[config.mk]
export PLATFORM = sky130hd
export DESIGN_NAME = mpmc10_rd_data_capture
export DESIGN_NICKNAME = d
export VERILOG_FILES = /design/src/rtl/mpmc10_rd_data_capture.sv
export SDC_FILE = /design/constraint.sdc
export NUM_CORES = 1
export LEC_CHECK = 0
export ABC_AREA = 1
export CORE_MARGIN = 4
export CORE_UTILIZATION = 40
export CTS_BUF_LIST = sky130_fd_sc_hd__clkbuf_4 sky130_fd_sc_hd__clkbuf_8
export DETAILED_ROUTE_END_ITERATION = 7
export PLACE_DENSITY_LB_ADDON = 0.25
export SETUP_SLACK_MARGIN = 0.4
export SLEW_MARGIN = 20
export SYNTH_ARGS = -nofsm -noshare
export SYNTH_HDL_FRONTEND = slang
export SYNTH_SLANG_ARGS = --single-unit
[constraint.sdc]
create_clock -name clk -period 21.3 [get_ports clk]
set_input_delay 4.26 -clock clk [delete_from_list [all_inputs] [get_ports clk]]
set_output_delay 4.26 -clock clk [all_outputs]
set_load 0.05 [all_outputs]
[src/rtl/mpmc10_rd_data_capture.sv]
// MIG read-return capture: tags each issued read, assembles app_rd_data beats into lines,
// and presents lines with their tags over valid/ready. Optional read timeout: MPMC10_RD_TIMEOUT_EN.
module mpmc10_rd_data_capture #(
    parameter int unsigned DW    = 128,
    parameter int unsigned BEATS = 2,
    parameter int unsigned TAGW  = 4,
    parameter int unsigned DEPTH = 8,
    parameter int unsigned TMO   = 1023
) (
    input  logic                       clk,
    input  logic                       rst,
    input  logic                       cmd_issue,
    input  logic [TAGW-1:0]            cmd_tag,
    input  logic                       rd_data_valid,
    input  logic                       rd_data_end,
    input  logic [DW-1:0]              rd_data,
    output logic [DW*BEATS-1:0]        line_o,
    output logic [TAGW-1:0]            line_tag_o,
    output logic                       line_valid_o,
    input  logic                       line_ready_i,
    output logic                       credit_full_o,
    output logic [$clog2(DEPTH):0]     inflight_o,
    output logic [4:0]                 err_o,
    input  logic                       err_clr_i
);

    localparam int unsigned LW = DW * BEATS;
    localparam int unsigned AW = (DEPTH > 1) ? $clog2(DEPTH) : 1;
    localparam int unsigned CW = $clog2(DEPTH) + 1;
    localparam int unsigned BW = (BEATS > 1) ? $clog2(BEATS) : 1;

    typedef enum logic {CAP_IDLE = 1'b0, CAP_BEAT = 1'b1} cap_state_t;

    cap_state_t        state;
    logic [BW-1:0]     beat_cnt;
    logic [LW-1:0]     line_buf;
    logic [LW-1:0]     line_asm_c;

    logic [TAGW-1:0]   tag_mem [DEPTH];
    logic [AW-1:0]     tag_wr;
    logic [AW-1:0]     tag_rd;
    logic [CW-1:0]     tag_cnt;

    logic [LW-1:0]     slot_line;
    logic [TAGW-1:0]   slot_tag;
    logic              slot_valid;

    logic              issue_ok_c;
    logic              issue_err_c;
    logic              tag_empty_c;
    logic              beat_last_c;
    logic              beat_take_c;
    logic              orphan_c;
    logic              done_c;
    logic              end_err_c;
    logic              pop_out_c;
    logic              drop_c;
    logic              tmo_hit_c;
    logic              tag_pop_c;
    logic [CW-1:0]     inflight_nxt_c;

    // Event decode for the current cycle.
    always_comb begin
        issue_ok_c  = cmd_issue & ~credit_full_o;
        issue_err_c = cmd_issue & credit_full_o;
        tag_empty_c = (tag_cnt == '0);
        beat_last_c = 1'b0;
        if (BEATS == 1) begin
            beat_last_c = 1'b1;
        end else begin
            beat_last_c = (state == CAP_BEAT) && (beat_cnt == BW'(BEATS - 1));
        end
        beat_take_c = rd_data_valid & ((state == CAP_BEAT) | ~tag_empty_c);
        orphan_c    = rd_data_valid & (state == CAP_IDLE) & tag_empty_c;
        done_c      = beat_take_c & beat_last_c;
        end_err_c   = beat_take_c & (rd_data_end != beat_last_c);
        pop_out_c   = line_valid_o & line_ready_i;
        drop_c      = done_c & line_valid_o & slot_valid & ~pop_out_c;
        tag_pop_c   = done_c | tmo_hit_c;
        inflight_nxt_c = inflight_o + CW'(issue_ok_c) - CW'(pop_out_c)
                       - CW'(drop_c) - CW'(tmo_hit_c);
    end

    // Completed line: captured beats plus the final beat straight off the bus.
    always_comb begin
        line_asm_c = line_buf;
        line_asm_c[LW-DW +: DW] = rd_data;
    end

`ifdef MPMC10_RD_TIMEOUT_EN
    localparam int unsigned TW = $clog2(TMO + 1);
    logic [TW-1:0] tmo_cnt;

    assign tmo_hit_c = ~tag_empty_c & ~rd_data_valid & (tmo_cnt == TW'(TMO));

    // Cycles since the oldest outstanding read last saw data.
    always_ff @(posedge clk or posedge rst) begin
        if (rst) begin
            tmo_cnt <= '0;
        end else if (tag_empty_c | rd_data_valid | tmo_hit_c) begin
            tmo_cnt <= '0;
        end else begin
            tmo_cnt <= tmo_cnt + TW'(1);
        end
    end
`else
    assign tmo_hit_c = 1'b0;
`endif

    // Tag storage needs no reset; occupancy is tracked by the pointers.
    always_ff @(posedge clk) begin
        if (issue_ok_c) begin
            tag_mem[tag_wr] <= cmd_tag;
        end
    end

    always_ff @(posedge clk or posedge rst) begin
        if (rst) begin
            tag_wr  <= '0;
            tag_rd  <= '0;
            tag_cnt <= '0;
        end else begin
            if (issue_ok_c) begin
                tag_wr <= (tag_wr == AW'(DEPTH - 1)) ? '0 : tag_wr + AW'(1);
            end
            if (tag_pop_c) begin
                tag_rd <= (tag_rd == AW'(DEPTH - 1)) ? '0 : tag_rd + AW'(1);
            end
            tag_cnt <= tag_cnt + CW'(issue_ok_c) - CW'(tag_pop_c);
        end
    end

    // Beat capture FSM; the counter, not rd_data_end, decides where a line ends.
    always_ff @(posedge clk or posedge rst) begin
        if (rst) begin
            state    <= CAP_IDLE;
            beat_cnt <= '0;
            line_buf <= '0;
        end else begin
            case (state)
                CAP_IDLE: begin
                    if (beat_take_c && (BEATS > 1)) begin
                        line_buf[DW-1:0] <= rd_data;
                        beat_cnt         <= BW'(1);
                        state            <= CAP_BEAT;
                    end
                end
                CAP_BEAT: begin
                    if (tmo_hit_c) begin
                        beat_cnt <= '0;
                        state    <= CAP_IDLE;
                    end else if (rd_data_valid) begin
                        line_buf[int'(beat_cnt)*DW +: DW] <= rd_data;
                        if (beat_last_c) begin
                            beat_cnt <= '0;
                            state    <= CAP_IDLE;
                        end else begin
                            beat_cnt <= beat_cnt + BW'(1);
                        end
                    end
                end
                default: begin
                    beat_cnt <= '0;
                    state    <= CAP_IDLE;
                end
            endcase
        end
    end

    // Two-entry output queue: head drives the outputs directly, slot is the spare.
    always_ff @(posedge clk or posedge rst) begin
        if (rst) begin
            line_o       <= '0;
            line_tag_o   <= '0;
            line_valid_o <= 1'b0;
            slot_line    <= '0;
            slot_tag     <= '0;
            slot_valid   <= 1'b0;
        end else if (pop_out_c) begin
            if (slot_valid) begin
                line_o     <= slot_line;
                line_tag_o <= slot_tag;
                if (done_c) begin
                    slot_line <= line_asm_c;
                    slot_tag  <= tag_mem[tag_rd];
                end else begin
                    slot_valid <= 1'b0;
                end
            end else if (done_c) begin
                line_o     <= line_asm_c;
                line_tag_o <= tag_mem[tag_rd];
            end else begin
                line_valid_o <= 1'b0;
            end
        end else if (done_c) begin
            if (!line_valid_o) begin
                line_o       <= line_asm_c;
                line_tag_o   <= tag_mem[tag_rd];
                line_valid_o <= 1'b1;
            end else if (!slot_valid) begin
                slot_line  <= line_asm_c;
                slot_tag   <= tag_mem[tag_rd];
                slot_valid <= 1'b1;
            end
        end
    end

    // Credit accounting and sticky errors; a fresh error beats a same-cycle clear.
    always_ff @(posedge clk or posedge rst) begin
        if (rst) begin
            inflight_o    <= '0;
            credit_full_o <= 1'b0;
            err_o         <= '0;
        end else begin
            inflight_o    <= inflight_nxt_c;
            credit_full_o <= (inflight_nxt_c == CW'(DEPTH));
            err_o         <= (err_clr_i ? 5'b0 : err_o)
                           | {tmo_hit_c, issue_err_c, drop_c, end_err_c, orphan_c};
        end
    end

endmodule

# Word level (Yosys, flattened, before mapping)
# Memory sizes are Yosys's and may differ from the RTL's.
# Cells that the tools add are included.
# op_classes
reduce_logical,11
mux,46
n_addsub,9
shift,2
bitwise_logic,17
eq_ne,11
# ops
operator,count
$mux W256,10
$bwmux W256,1
$mux W128,2
$pmux W128 S2,1
$shift A128 B34 Y256 const A,1
$shiftx A128 B34 Y256,1
$mux W4,10
$neg A8 Y34,1
$mux W1,17
$sub A4 B1 Y4,3
$and A1 B1 Y1,11
$ne A2 B2 Y1 const B,5
$add A4 B1 Y4,2
$add A3 B1 Y3 const B,2
$eq A3 B3 Y1 const B,2
$mux W3,2
$reduce_and A2 Y1,3
$reduce_and A3 Y1,2
$reduce_bool A2 Y1,3
$mux W5,1
$or A5 B4 Y5,1
$eq A4 B4 Y1 const B,1
$logic_not A4 Y1,1
$ne A2 B1 Y1 const B,2
7 further kinds,11
# word_totals
memories,1
in_bits,139
register_bits,800
wordCells,113
ramBits,32
# mem_list
memory,depth,word_bits,rd,rd_clocked_by_memory_dff,write_ports,line_no,source
tag_mem,8,4,1,0,1,39,logic [TAGW-1:0] tag_mem [DEPTH];

# Longest topological paths before layout
# depth
depth_word,10
depth_mapped,13

# Worst setup path after synthesis
# OpenSTA, ideal clock, no wires.
# synth_path
path_type,in2reg
from,input port rd_data_valid
to,register credit_full_o
stages,13
n_path_buf,1
setup_slack_ps,14834
arrival_ps,6378
required_time_ps,21212
cell_sequence,inv_1 > nor2_1 > clkbuf_1 > nand2_1 > nand2_1 > ha_1 > a21oi_1 > ha_1 > inv_1 > ha_1 > fa_1 > or2_2 > nor3b_1
# synth_via
elab_chain_cells,7
# synth_rtl
item,line_no,source
from (decl),14,"input logic rd_data_valid,"
$and A1 B1 Y1,73,beat_take_c = rd_data_valid & ((state == CAP_BEAT) | ~tag_empty_c);
$and A1 B1 Y1,75,done_c = beat_take_c & beat_last_c;
$and A1 B1 Y1 (3 in series),78,drop_c = done_c & line_valid_o & slot_valid & ~pop_out_c;
$sub A4 B1 Y4,81,- CW'(drop_c) - CW'(tmo_hit_c);
net inflight_nxt_c[2],60,logic [CW-1:0] inflight_nxt_c;
$eq A4 B4 Y1,216,credit_full_o <= (inflight_nxt_c == CW'(DEPTH));
to (signal assigned),216,
to (decl),21,"output logic credit_full_o,"
# The timed path passes the listed nets, and every way through them passes these cells.
# A chain may end at the register's enable or synchronous reset.

# Final worst setup path
# layout_path
from,input port line_ready_i
to,register line_o[66]
# layout_via
elab_chain_cells,3
# layout_rtl
item,line_no,source
from (decl),20,"input logic line_ready_i,"
$and A1 B1 Y1 *,77,pop_out_c = line_valid_o & line_ready_i;
$ne A2 B1 Y1 (no line) / $reduce_bool A2 Y1 (equally long branches),--,
$reduce_and A3 Y1 (no line),--,
to (signal assigned),181,line_o <= slot_line;
to (signal assigned),190,line_o <= line_asm_c;
to (signal assigned),197,line_o <= line_asm_c;
to (decl),17,"output logic [DW*BEATS-1:0] line_o,"
# Every way passes the cells marked *; elsewhere a longest branch is shown, timed or not.

==> impl_metrics.tcl <==
set metrics [dict create \
    power_density_nw_per_um2 172 \
    fin_skew_ns 0.0251 \
    cts_tree "yes" \
    cts_max_path_buffers 3 \
    layout.cells.non_filler 4596 \
    io_buffers 408 \
    placed_area_um2 33100 \
    post-cts-setup-buffers 0 \
    async_reset_ff_frac 0.954 \
    cp_cell_sequence "clkdlybuf4s50_1 > nand2_1 > nor2_4 > inv_8 > o21ai_4 > buf_4 > buf_4 > buf_4 > nor2_1 > a31oi_1" \
    ys_ff_latch 703 \
    yosysSeqAreaShare 0.622 \
    path_clk_slew_ns 0.06 \
    post-route-min-period_ns 7.91 \
    ys_warn_count 0 \
    ant_nets 0 \
    grt_pass1_wl_mm 123 \
    drt-pass1-iter-count 7 \
    final.setup.tns_ns 0 \
    leakagePower_uw 0.0166 \
    worst-setup-path-type "in -> reg" \
    rsz0062_at_grt "false" \
    syn_nets 3359 \
    cp_common_cell "buf_4" \
    cts_resized 0 \
    core-area_um2 70400 \
    peakVddDrop_mv 0.0852 \
    dpl.hpwl_mm 47.6 \
    final_cell_mix "nand2_1, dfrtp_1, clkdlybuf4s50_1, nor2_1, o21ai_0" \
    grt_pass1_vias 21300 \
    hold_viol 0 \
    dieArea_um2 75700 \
    htreeDepth 3 \
    relSlewSlack 0.228 \
    cpPeakStageDelay_ns 0.91 \
    wire_per_inst_um 16.9 \
    die_h_um 275 \
    maxSlewViolCount 0 \
    final_common_cell "nand2_1" \
    fin_nets 3707 \
    syn_inst 3204 \
    p_switching_uw 2620 \
    drive_gt1_frac 0.0687 \
    synth.distinct_cells 27 \
    hp-class "reg -> reg" \
    final_cell_area_um2 35800 \
    fmax_ghz 0.126 \
    cp_slowest_cell "buf_4" \
    cp_max_fo 125 \
    intPower_uw 3540 \
    worst_pin_slew_ns 1.16 \
    fillers 6590 \
    track_usage 0.203 \
    ys.flop_type "dfrtp_1" \
    fin_crit_sh 0.371 \
    die_width_um 275 \
    clock_sinks 703 \
    fp-row-count 97 \
    start_util 0.405 \
    cp.arrival_ns 8.55 \
    power_frac_clock 0.210 \
    antenna_found_initial 4 \
    synth.avg_cell_area_um2 8.91 \
    routabilityCongestion 0.788 \
    dpl.cell_count 4373 \
    r2r_setup_slack_ns 16.97 \
    ctsHoldBuffers 0 \
    outcome "complete, no violations" \
    combPwrFrac 0.410 \
    vias 22300 \
    grt_start_max_net_pins 227 \
    ctsRootBufferMaster "clkbuf_8" \
    grt_overflow 0 \
    area_delta_synth_final_pct 25.4 \
    drt_drc_violations_left 0 \
    io_pins 410 \
    maxCapViolCount 0 \
    clk_latency_ns 0.72 \
    cp-end-kind "register" \
    seq_power_share 0.380 \
    swShare 0.425 \
    syn_area_um2 28500 \
    cp.required_ns 21.94 \
    drtIter0Drc 1835 \
    vias_per_cell 4.85 \
    cts_buffers 117 \
    synth-edff-count 32 \
    drt-total-wl_mm 77.8 \
    setup_viol 0 \
    cp-start-kind "input port" \
]
==> worst max-delay path, delay by kind of cell <==
family                 cells  cell delay [ns]
buffers and inverters      5             3.07
AO/OA/AOI/OAI              2             0.58
AND/OR/NAND/NOR            3             0.47
==> per-stage QoR <==
| step | total power [uW] | hold slack, ns | setup slack (ns) | utilization |
|---|---|---|---|---|
| after global placement | 4860 | 0.462 | 12.62 | 0.471 |
| after global routing | 6550 | 0.494 | 12.94 | 0.508 |
| final | 6160 | 0.478 | 13.39 | 0.508 |
| after detailed placement | 4900 | 0.465 | 12.57 | 0.471 |
| after CTS | 6230 | 0.481 | 13.35 | 0.508 |
| after floorplan | 4020 | 0.449 | 7.86 | - |
==> power by group through the flow <==
| stage | sequential, uW | combinational [uW] | clock, uW |
|---|---|---|---|
| 6_report | 2340 | 2520 | 1290 |
| 5_1_grt | 2410 | 2740 | 1390 |
| 4_1_cts | 2340 | 2560 | 1330 |
| 3_5_place_dp | 2350 | 2550 | 0 |
| 3_3_place_gp | 2350 | 2520 | 0 |
| 2_1_floorplan | 3150 | 866 | 0 |
==> routing by layer <==
metal  vias to the layer above  routed length [um]  GRT usage
li1                      11000                   -          -
met5                         -                  13          0
met4                         2                1870     0.0627
met1                     10700               35700      0.289
met3                       124                4280     0.0414
met2                       525               35900      0.315
==> synth_stat cells, types with 4 or more instances <==
library cell | count | area share
dfrtp_1 | 671 | 0.59
o22ai_1 | 4 | 0.00088
clkbuf_1 | 100 | 0.013
nand2_1 | 1235 | 0.16
nand3_1 | 25 | 0.0044
o21ai_0 | 270 | 0.047
a31oi_1 | 256 | 0.056
buf_1 | 9 | 0.0012
buf_2 | 78 | 0.014
a21oi_1 | 7 | 0.0012
buf_4 | 16 | 0.0042
inv_1 | 197 | 0.026
nor2_1 | 271 | 0.036
ha_1 | 14 | 0.0061
edfxtp_1 | 32 | 0.034
==> logic make-up (layout without fill, tap and decap cells) <==
logic type | after synthesis | in the layout | share of synthesized area
fa+ha+maj | 16 | 16 | 0.00754
compound gates | 539 | 539 | 0.106
other cells | 1 | 5 | 0.000131
simple gates | 1536 | 1536 | 0.204
flops | 703 | 703 | 0.622
buf+inv | 404 | 852 | 0.0587
xor+xnor | 5 | 5 | 0.00154
==> worst paths after layout <==
| kind | from | endpoint | depth (start not counted) |
|---|---|---|---|
| max reg2reg | line_valid_o | line_o[66] | 9 |
| max in group asynchronous | rst | slot_line[159] | 6 |
| min reg2reg | slot_line[221] | slot_line[221] | 2 |
| max | line_ready_i | line_o[66] | 10 |
| min | slot_line[221] | slot_line[221] | 2 |
| min in group asynchronous | rst | line_buf[79] | 3 |
==> sequential cells by signal, indices dropped and copies added (netlist names), 3 cells and up <==
name,cells
line_o,256
line_buf,128
line_tag_o,4
inflight_o,4
slot_tag,4
tag_wr,3
tag_cnt,4
err_o,4
slot_line,256
tag_mem,32
tag_rd,3
==> area by class of cell <==
cell class / instances / area [um^2] / share of cell area
clock buffers: 195 / 2400 / 0.0670
flip-flops and latches: 703 / 17800 / 0.496
clock inverters: 24 / 239 / 0.00668
repair buffers: 432 / 4310 / 0.121
inverters: 201 / 768 / 0.0215
well taps: 940 / 1180 / 0.0329
multi-input cells: 2097 / 9120 / 0.255
diodes: 4 / 10.0 / 0.000280
(Power assumes the default switching activity.)
